==> config.mk <==
export PLATFORM = sky130hd
export DESIGN_NAME = error_display_ctrl
export DESIGN_NICKNAME = d
export VERILOG_FILES = /design/src/rtl/error_display_ctrl.sv
export SDC_FILE = /design/constraint.sdc
export NUM_CORES = 1
export LEC_CHECK = 0
export BUFFER_PORTS_ARGS = -buffer_cell sky130_fd_sc_hd__buf_2
export CORE_UTILIZATION = 64
export DETAILED_ROUTE_END_ITERATION = 12
export PLACE_DENSITY = 0.84
export SLEW_MARGIN = 0
export SYNTH_ARGS = -nofsm -noshare
export SYNTH_HDL_FRONTEND = slang
export SYNTH_SLANG_ARGS = --single-unit
export TNS_END_PERCENT = 1
==> constraint.sdc <==
create_clock -name clk -period 6 [get_ports clk]
set_input_delay 1.2 -clock clk [delete_from_list [all_inputs] [get_ports clk]]
set_output_delay 1.2 -clock clk [all_outputs]
set_load 0.01 [all_outputs]
==> src/rtl/error_display_ctrl.sv <==
// rtl/error_display_ctrl.sv - 4-digit error message / screen saver display controller.
// Optional build macro ERR_BLINK_EN: blank the error message on odd hold steps.
module error_display_ctrl #(
  parameter int REFRESH_DIV = 1000,
  parameter int STEP_DIV    = 50000,
  parameter int ERR_STEPS   = 8
) (
  input  logic       clk,
  input  logic       reset_n,
  input  logic       saver_en,
  input  logic       err_req,
  input  logic [1:0] err_sel,
  input  logic       clear,
  output logic [3:0] seg_code,
  output logic [3:0] an_n,
  output logic [1:0] mode
);

  localparam int RW   = (REFRESH_DIV > 1) ? $clog2(REFRESH_DIV) : 1;
  localparam int SW   = (STEP_DIV > 1) ? $clog2(STEP_DIV) : 1;
  localparam int MAXS = (ERR_STEPS > 7) ? ERR_STEPS : 7;
  localparam int TW   = $clog2(MAXS + 1);

  // Message nibbles, one 16-bit word per select, digit3 in the top nibble.
  localparam logic [63:0] MSG = {16'hCBED, 16'h7AF8, 16'hCBD9, 16'hCBBE};

  typedef enum logic [1:0] {IDLE = 2'b00, SAVER = 2'b01, ERROR = 2'b10} state_t;

  state_t         state, nxt_state;
  logic [RW-1:0]  rcnt, nxt_rcnt;
  logic [1:0]     digit, nxt_digit;
  logic [SW-1:0]  scnt, nxt_scnt;
  logic [TW-1:0]  step, nxt_step;
  logic [1:0]     sel, nxt_sel;
  logic [3:0]     nxt_seg, nxt_an;
  logic           step_wrap, timeout, entry;

  always_comb begin
    nxt_state = state;
    nxt_sel   = sel;
    nxt_rcnt  = rcnt + 1'b1;
    nxt_digit = digit;
    if (rcnt == RW'(REFRESH_DIV - 1)) begin
      nxt_rcnt  = '0;
      nxt_digit = digit + 1'b1;
    end

    step_wrap = (scnt == SW'(STEP_DIV - 1));
    timeout   = (state == ERROR) && step_wrap && (step == TW'(ERR_STEPS - 1));

    if (err_req) begin
      nxt_state = ERROR;
      nxt_sel   = err_sel;
    end else begin
      case (state)
        IDLE:    if (saver_en) nxt_state = SAVER;
        SAVER:   if (!saver_en) nxt_state = IDLE;
        ERROR:   if (clear || timeout) nxt_state = saver_en ? SAVER : IDLE;
        default: nxt_state = IDLE;
      endcase
    end

    // A retrigger counts as a fresh entry even though the state is unchanged.
    entry    = err_req || (nxt_state != state);
    nxt_scnt = scnt + 1'b1;
    nxt_step = step;
    if (entry) begin
      nxt_scnt = '0;
      nxt_step = '0;
    end else if (step_wrap) begin
      nxt_scnt = '0;
      nxt_step = (state == SAVER && step == TW'(6)) ? '0 : step + 1'b1;
    end

    nxt_seg = 4'h0;
    nxt_an  = 4'b1111;
    case (nxt_state)
      SAVER: begin
        nxt_seg = {1'b0, nxt_step[2:0]};
        nxt_an  = ~(4'b0001 << nxt_digit);
      end
      ERROR: begin
        nxt_seg = MSG[{nxt_sel, nxt_digit, 2'b00} +: 4];
        nxt_an  = ~(4'b0001 << nxt_digit);
`ifdef ERR_BLINK_EN
        if (nxt_step[0]) nxt_an = 4'b1111;
`else
        nxt_an  = ~(4'b0001 << nxt_digit);
`endif
      end
      default: ;
    endcase
  end

  // Outputs are registered from next-state values so mode tracks state on the same edge.
  always_ff @(posedge clk or negedge reset_n) begin
    if (!reset_n) begin
      state    <= IDLE;
      rcnt     <= '0;
      digit    <= '0;
      scnt     <= '0;
      step     <= '0;
      sel      <= '0;
      seg_code <= 4'h0;
      an_n     <= 4'b1111;
      mode     <= 2'b00;
    end else begin
      state    <= nxt_state;
      rcnt     <= nxt_rcnt;
      digit    <= nxt_digit;
      scnt     <= nxt_scnt;
      step     <= nxt_step;
      sel      <= nxt_sel;
      seg_code <= nxt_seg;
      an_n     <= nxt_an;
      mode     <= nxt_state;
    end
  end

endmodule
# Yosys cells after proc, flatten, opt, wreduce, memory -nomap -nowiden
# Cells that the tools add are included.
# totals
regBits,44
inputBits,7
output_inout_bits,10
elab_cells,49
# op_classes
n_addsub,4
n_eq_ne,9
n_shift,2
n_mux,16
bitwise,1
n_reduce_logical,8
# op_table
operator,count
indexed part select 64 x 7 -> 4 bit (first input constant),1
two-way mux 16 bit,2
adder 16 x 1 -> 16 bit (second input constant),1
== test 16 bit (second input constant),1
two-way mux 4 bit,4
two-way mux 2 bit,6
adder 10 x 1 -> 10 bit (second input constant),1
== test 10 bit (second input constant),1
two-way mux 10 bit,1
== test 4 x 3 -> 1 bit (second input constant),2
case mux 4 bit (2 select lines),1
case mux 2 bit (3 select lines),1
adder 4 x 1 -> 4 bit (second input constant),1
== test 2 x 1 -> 1 bit (second input constant),2
== test 2 bit (second input constant),2
NOT 4 bit,1
<< shifter 1 x 2 -> 4 bit (first input constant),1
logical AND 1 bit,3
adder 2 x 1 -> 2 bit (second input constant),1
zero test 2 bit,1
logical OR 1 bit,2
!= test 2 bit,1
nonzero test 2 bit,1
OR reduction 2 bit,1
two-way mux 1 bit,1

# Depth between registers and ports, before layout
# logic_depth
ltp_word,11
ltp_mapped,13
mapped_depth_nobuf,11

# Worst setup path after synthesis
# Ideal clock, no wire load.
# synth_path
kind,register to register
from,register scnt[0]
to,register seg_code[0]
setup_ns,0.087
arrival_ns,2.464
required_time_ns,5.913
path_slack_ns,3.450
stages_incl_launch_ff,14
path_buffers,2
synth_period_minus_slack_ns,2.550
path_cell_list,dfrtp_1 -> ha_1 -> and3_1 -> buf_2 -> and4_1 -> buf_2 -> a31oi_1 -> o21ai_0 -> nand3b_1 -> ha_1 -> nor2b_1 -> nand2_1 -> a211o_1 -> o211ai_1
# synth_between
elab_chain_len,11
word_cells_on_any_way,14
cone_classes,4 x eq/ne; 6 x mux; 4 x reduce/logical
# synth_rtl
item,line,source
from (decl),32,"logic [SW-1:0] scnt, nxt_scnt;"
from (signal assigned),111,scnt <= nxt_scnt;
== test 16 bit (*),48,step_wrap = (scnt == SW'(STEP_DIV - 1));
logical AND 1 bit (2 in series),49,timeout = (state == ERROR) && step_wrap && (step == TW'(ERR_STEPS - 1));
logical OR 1 bit,58,ERROR: if (clear || timeout) nxt_state = saver_en ? SAVER : IDLE;
two-way mux 2 bit,58,
case mux 2 bit (3 select lines),55,case (state)
two-way mux 2 bit,51,if (err_req) begin
!= test 2 bit,64,entry = err_req || (nxt_state != state);
logical OR 1 bit,64,
two-way mux 4 bit,67,if (entry) begin
case mux 4 bit (2 select lines) (*),77,case (nxt_state)
net nxt_seg[0],35,"logic [3:0] nxt_seg, nxt_an;"
to (signal assigned),114,seg_code <= nxt_seg;
to (decl),14,"output logic [3:0] seg_code,"
# The timed path passes the listed nets; every way through them passes the cells marked *. The select of a mux whose other input is x is not followed.
# A chain may end at the register's enable or synchronous reset.

# Final worst setup path
# Same ends and word-level chain as after synthesis.

==> flow_summary.json <==
{
  "status": "finished, final reports clean",
  "min_from": "scnt[0]$_DFF_PN0_",
  "syn_nets": 237,
  "cts-resized-gates": 0,
  "dr_total_vias": 1578,
  "cts_buffer_depth": 2,
  "synthArstFlopShare_pct": 100,
  "insertion_delay_ps": 370,
  "fillCellCount": 250,
  "crit_top_cell": "ha_1",
  "drive_above_1_share_pct": 13.9,
  "synthDominantCellAreaShare_pct": 44.7,
  "crit_required_ps": 6280,
  "avgRoutedWirePerCell_um": 13.9,
  "rows": 21,
  "overflow": 0,
  "drcViolationCount": 0,
  "finalSetupViolCount": 0,
  "pre_cts_slack_ps": 3110,
  "hold_slack_ps": 466,
  "root_buffer": "clkbuf_4",
  "fin_skew_ps": 18.1,
  "numCtsBuffers": 5,
  "drv_cap": 0,
  "crit_start": "scnt[0]$_DFF_PN0_",
  "p_int_mw": 0.377,
  "clkTransAtPathRegs_ps": 120,
  "gp_congestion": 0.821,
  "post-cts-setup-buffers": 0,
  "critPathLaunchType": "flop",
  "comb_power_share_pct": 8.8,
  "seq_power_share_pct": 61.0,
  "yosysUniqueCellTypes": 41,
  "min_path_type": "reg -> reg",
  "grt_pass1_vias": 1506,
  "ctsHoldBuffers": 0,
  "place_hpwl_um": 2820,
  "cp_slowest_cell": "and4_1",
  "rr_startpoint": "scnt[0]$_DFF_PN0_",
  "critPathCaptureType": "flop",
  "power_density_nw_per_um2": 208,
  "ff2ff_setup_slack_ps": 3060,
  "power_leakage_nw": 1.09,
  "holdPathEnd": "scnt[0]$_DFF_PN0_",
  "cts.htree.levels": 2,
  "layout_common_cells": "dfrtp_1, nor2_1, buf_2",
  "max_stage_delay_ps": 400,
  "diodes": 0,
  "fin_crit_sh_pct": 49.0,
  "io_buffers": 16,
  "area_growth_pct": 8.10,
  "wirelength_um": 3940,
  "ys_top_cells_by_area": "dfrtp_1, ha_1, nor2_1",
  "synthCells": 217,
  "hold_viol_final": 0,
  "tightest_slew_ps": 937,
  "fin_crit_ps": 2940,
  "via_per_inst": 5.58,
  "grtUsageTotal_pct": 24.7,
  "p_clk_share_pct": 30.2,
  "setup-tns-final_ps": 0,
  "reg2reg_to": "seg_code[0]$_DFF_PN0_",
  "worstHoldPathCells": 1,
  "slew_headroom_pct": 37.5,
  "fmax_mhz": 340,
  "yosysSeqAreaShare_pct": 49.4,
  "synth-warning-count": 0,
  "synth_edf_count": 0,
  "grt_pass1_wl_um": 6530,
  "ir_worst_vdd_uv": 171,
  "antenna_found_initial": 0,
  "die_area_um2": 3740,
  "fin_nets": 256,
  "setup_slack_ps": 3060,
  "drt_pass1_iterations": 4,
  "crit_path_max_fanout": 8,
  "die_x_um": 61.2,
  "final_common_cell": "dfrtp_1",
  "drt_iter0_drc": 82,
  "swShare_pct": 25.1,
  "cp_cell_sequence": "ha_1 -> and3_1 -> and4_1 -> a31oi_1 -> o21ai_0 -> nand3b_1 -> ha_1 -> nor2b_1 -> nand2_1 -> a211o_1 -> o211ai_1",
  "ios": 17,
  "syn-cell-area_um2": 2240,
  "ys_ff_latch": 44,
  "initial_utilization_pct": 67.2,
  "yosysTopAreaCell": "dfrtp_1",
  "grt_max_degree": 45,
  "die_height_um": 61.2,
  "cts_tree": "yes",
  "maxSlewViolCount": 0,
  "cp.arrival_ps": 3220,
  "crit_type": "reg -> reg",
  "ff2ff_path_depth": 11,
  "rsz0062_at_grt": "no",
  "core_area_um2": 3340,
  "switchingPower_mw": 0.127,
  "synth_ff_type": "dfrtp_1",
  "syn_area_per_cell_um2": 10.3,
  "clkSinkCount": 44,
  "drtAntennaViolNets": 0
}
-- worst max path at each step --
| stage | to | slack [ps] | cells past startpoint |
|---|---|---|---|
| floorplan | seg_code[0]$_DFF_PN0_ | 3450 | 13 |
| global placement | seg_code[0]$_DFF_PN0_ | 3140 | 11 |
| detailed placement | seg_code[0]$_DFF_PN0_ | 3110 | 11 |
| CTS | seg_code[0]$_DFF_PN0_ | 3070 | 11 |
| global route | seg_code[1]$_DFF_PN0_ | 2810 | 10 |
| finish | seg_code[0]$_DFF_PN0_ | 3060 | 11 |
-- cell usage after synthesis (2+ instances only) --
| master | count |
|---|---|
| dfrtp_1 | 40 |
| nor2_1 | 34 |
| nand2_1 | 14 |
| ha_1 | 13 |
| xnor2_1 | 12 |
| xor2_1 | 11 |
| nand3_1 | 10 |
| inv_1 | 8 |
| o21ai_0 | 8 |
| and3_1 | 6 |
| a21oi_1 | 5 |
| nand2b_1 | 5 |
| dfstp_2 | 4 |
| mux2i_1 | 4 |
| nor2b_1 | 4 |
| and4_1 | 3 |
| buf_2 | 3 |
| nand4_1 | 3 |
| a211o_1 | 2 |
| a31o_2 | 2 |
| nand3b_1 | 2 |
| nor3b_1 | 2 |
| nor4b_1 | 2 |
| o2111ai_1 | 2 |
| o211ai_1 | 2 |
-- logic make-up after synthesis --
family	share of synthesized area (%)
AO/OA/AOI/OAI	8.26
buffers and inverters	2.18
XOR/XNOR	8.99
flip-flops	49.4
adder cells (fa/ha/maj)	7.26
multiplexers	1.79
AND/OR/NAND/NOR	22.2
-- registers in the layout, summed over array words and instances (netlist names) --
register / cells
an_n: 4
digit: 2
rcnt: 10
scnt: 16
seg_code: 4
sel: 2
state: 2
step: 4
-- metal layers --
layer  part of all wire [%]  GRT usage (%)  routed length (µm)
met1                     45           30.3                1750
met4                    1.9           9.74                  76
met3                    2.7           6.30                 106
met2                     51           41.9                2000
met5                      0              0                   0
-- power by group through the flow --
stage	sequential [mW]	clock (mW)	combinational, mW
finish	0.307	0.152	0.0444
global placement	0.313	0	0.0440
global route	0.308	0.168	0.0501
floorplan	0.315	0	0.0232
detailed placement	0.313	0	0.0444
CTS	0.308	0.157	0.0449
-- worst max-delay path, delay by kind of cell (launching register included) --
family                   cells  cell delay, ps
AND/OR/NAND/NOR              5            1180
AO/OA/AOI/OAI                4             760
adder cells (fa/ha/maj)      2             550
flip-flops                   1             380
-- through the flow --
stage	power (mW)	instances	utilization [%]	cell area, µm²
6_report	0.504	283	72.6	2420
5_1_grt	0.526	283	72.6	2420
4_1_cts	0.510	283	72.6	2420
3_5_place_dp	0.358	275	70.7	2360
3_3_place_gp	0.357	275	70.7	2360
2_1_floorplan	0.339	217	-	2240
-- layout make-up --
cell class | count | area [µm²] | share of cell area (%)
Sequential cell | 44 | 1110 | 45.7
Timing Repair Buffer | 16 | 80.1 | 3.31
Clock buffer | 7 | 55.1 | 2.27
Tap cell | 46 | 57.6 | 2.38
Clock inverter | 1 | 7.51 | 0.310
Inverter | 8 | 30.0 | 1.24
Multi-Input combinational cell | 161 | 1090 | 44.8
No activity file was read; power rests on OpenSTA's default activity.
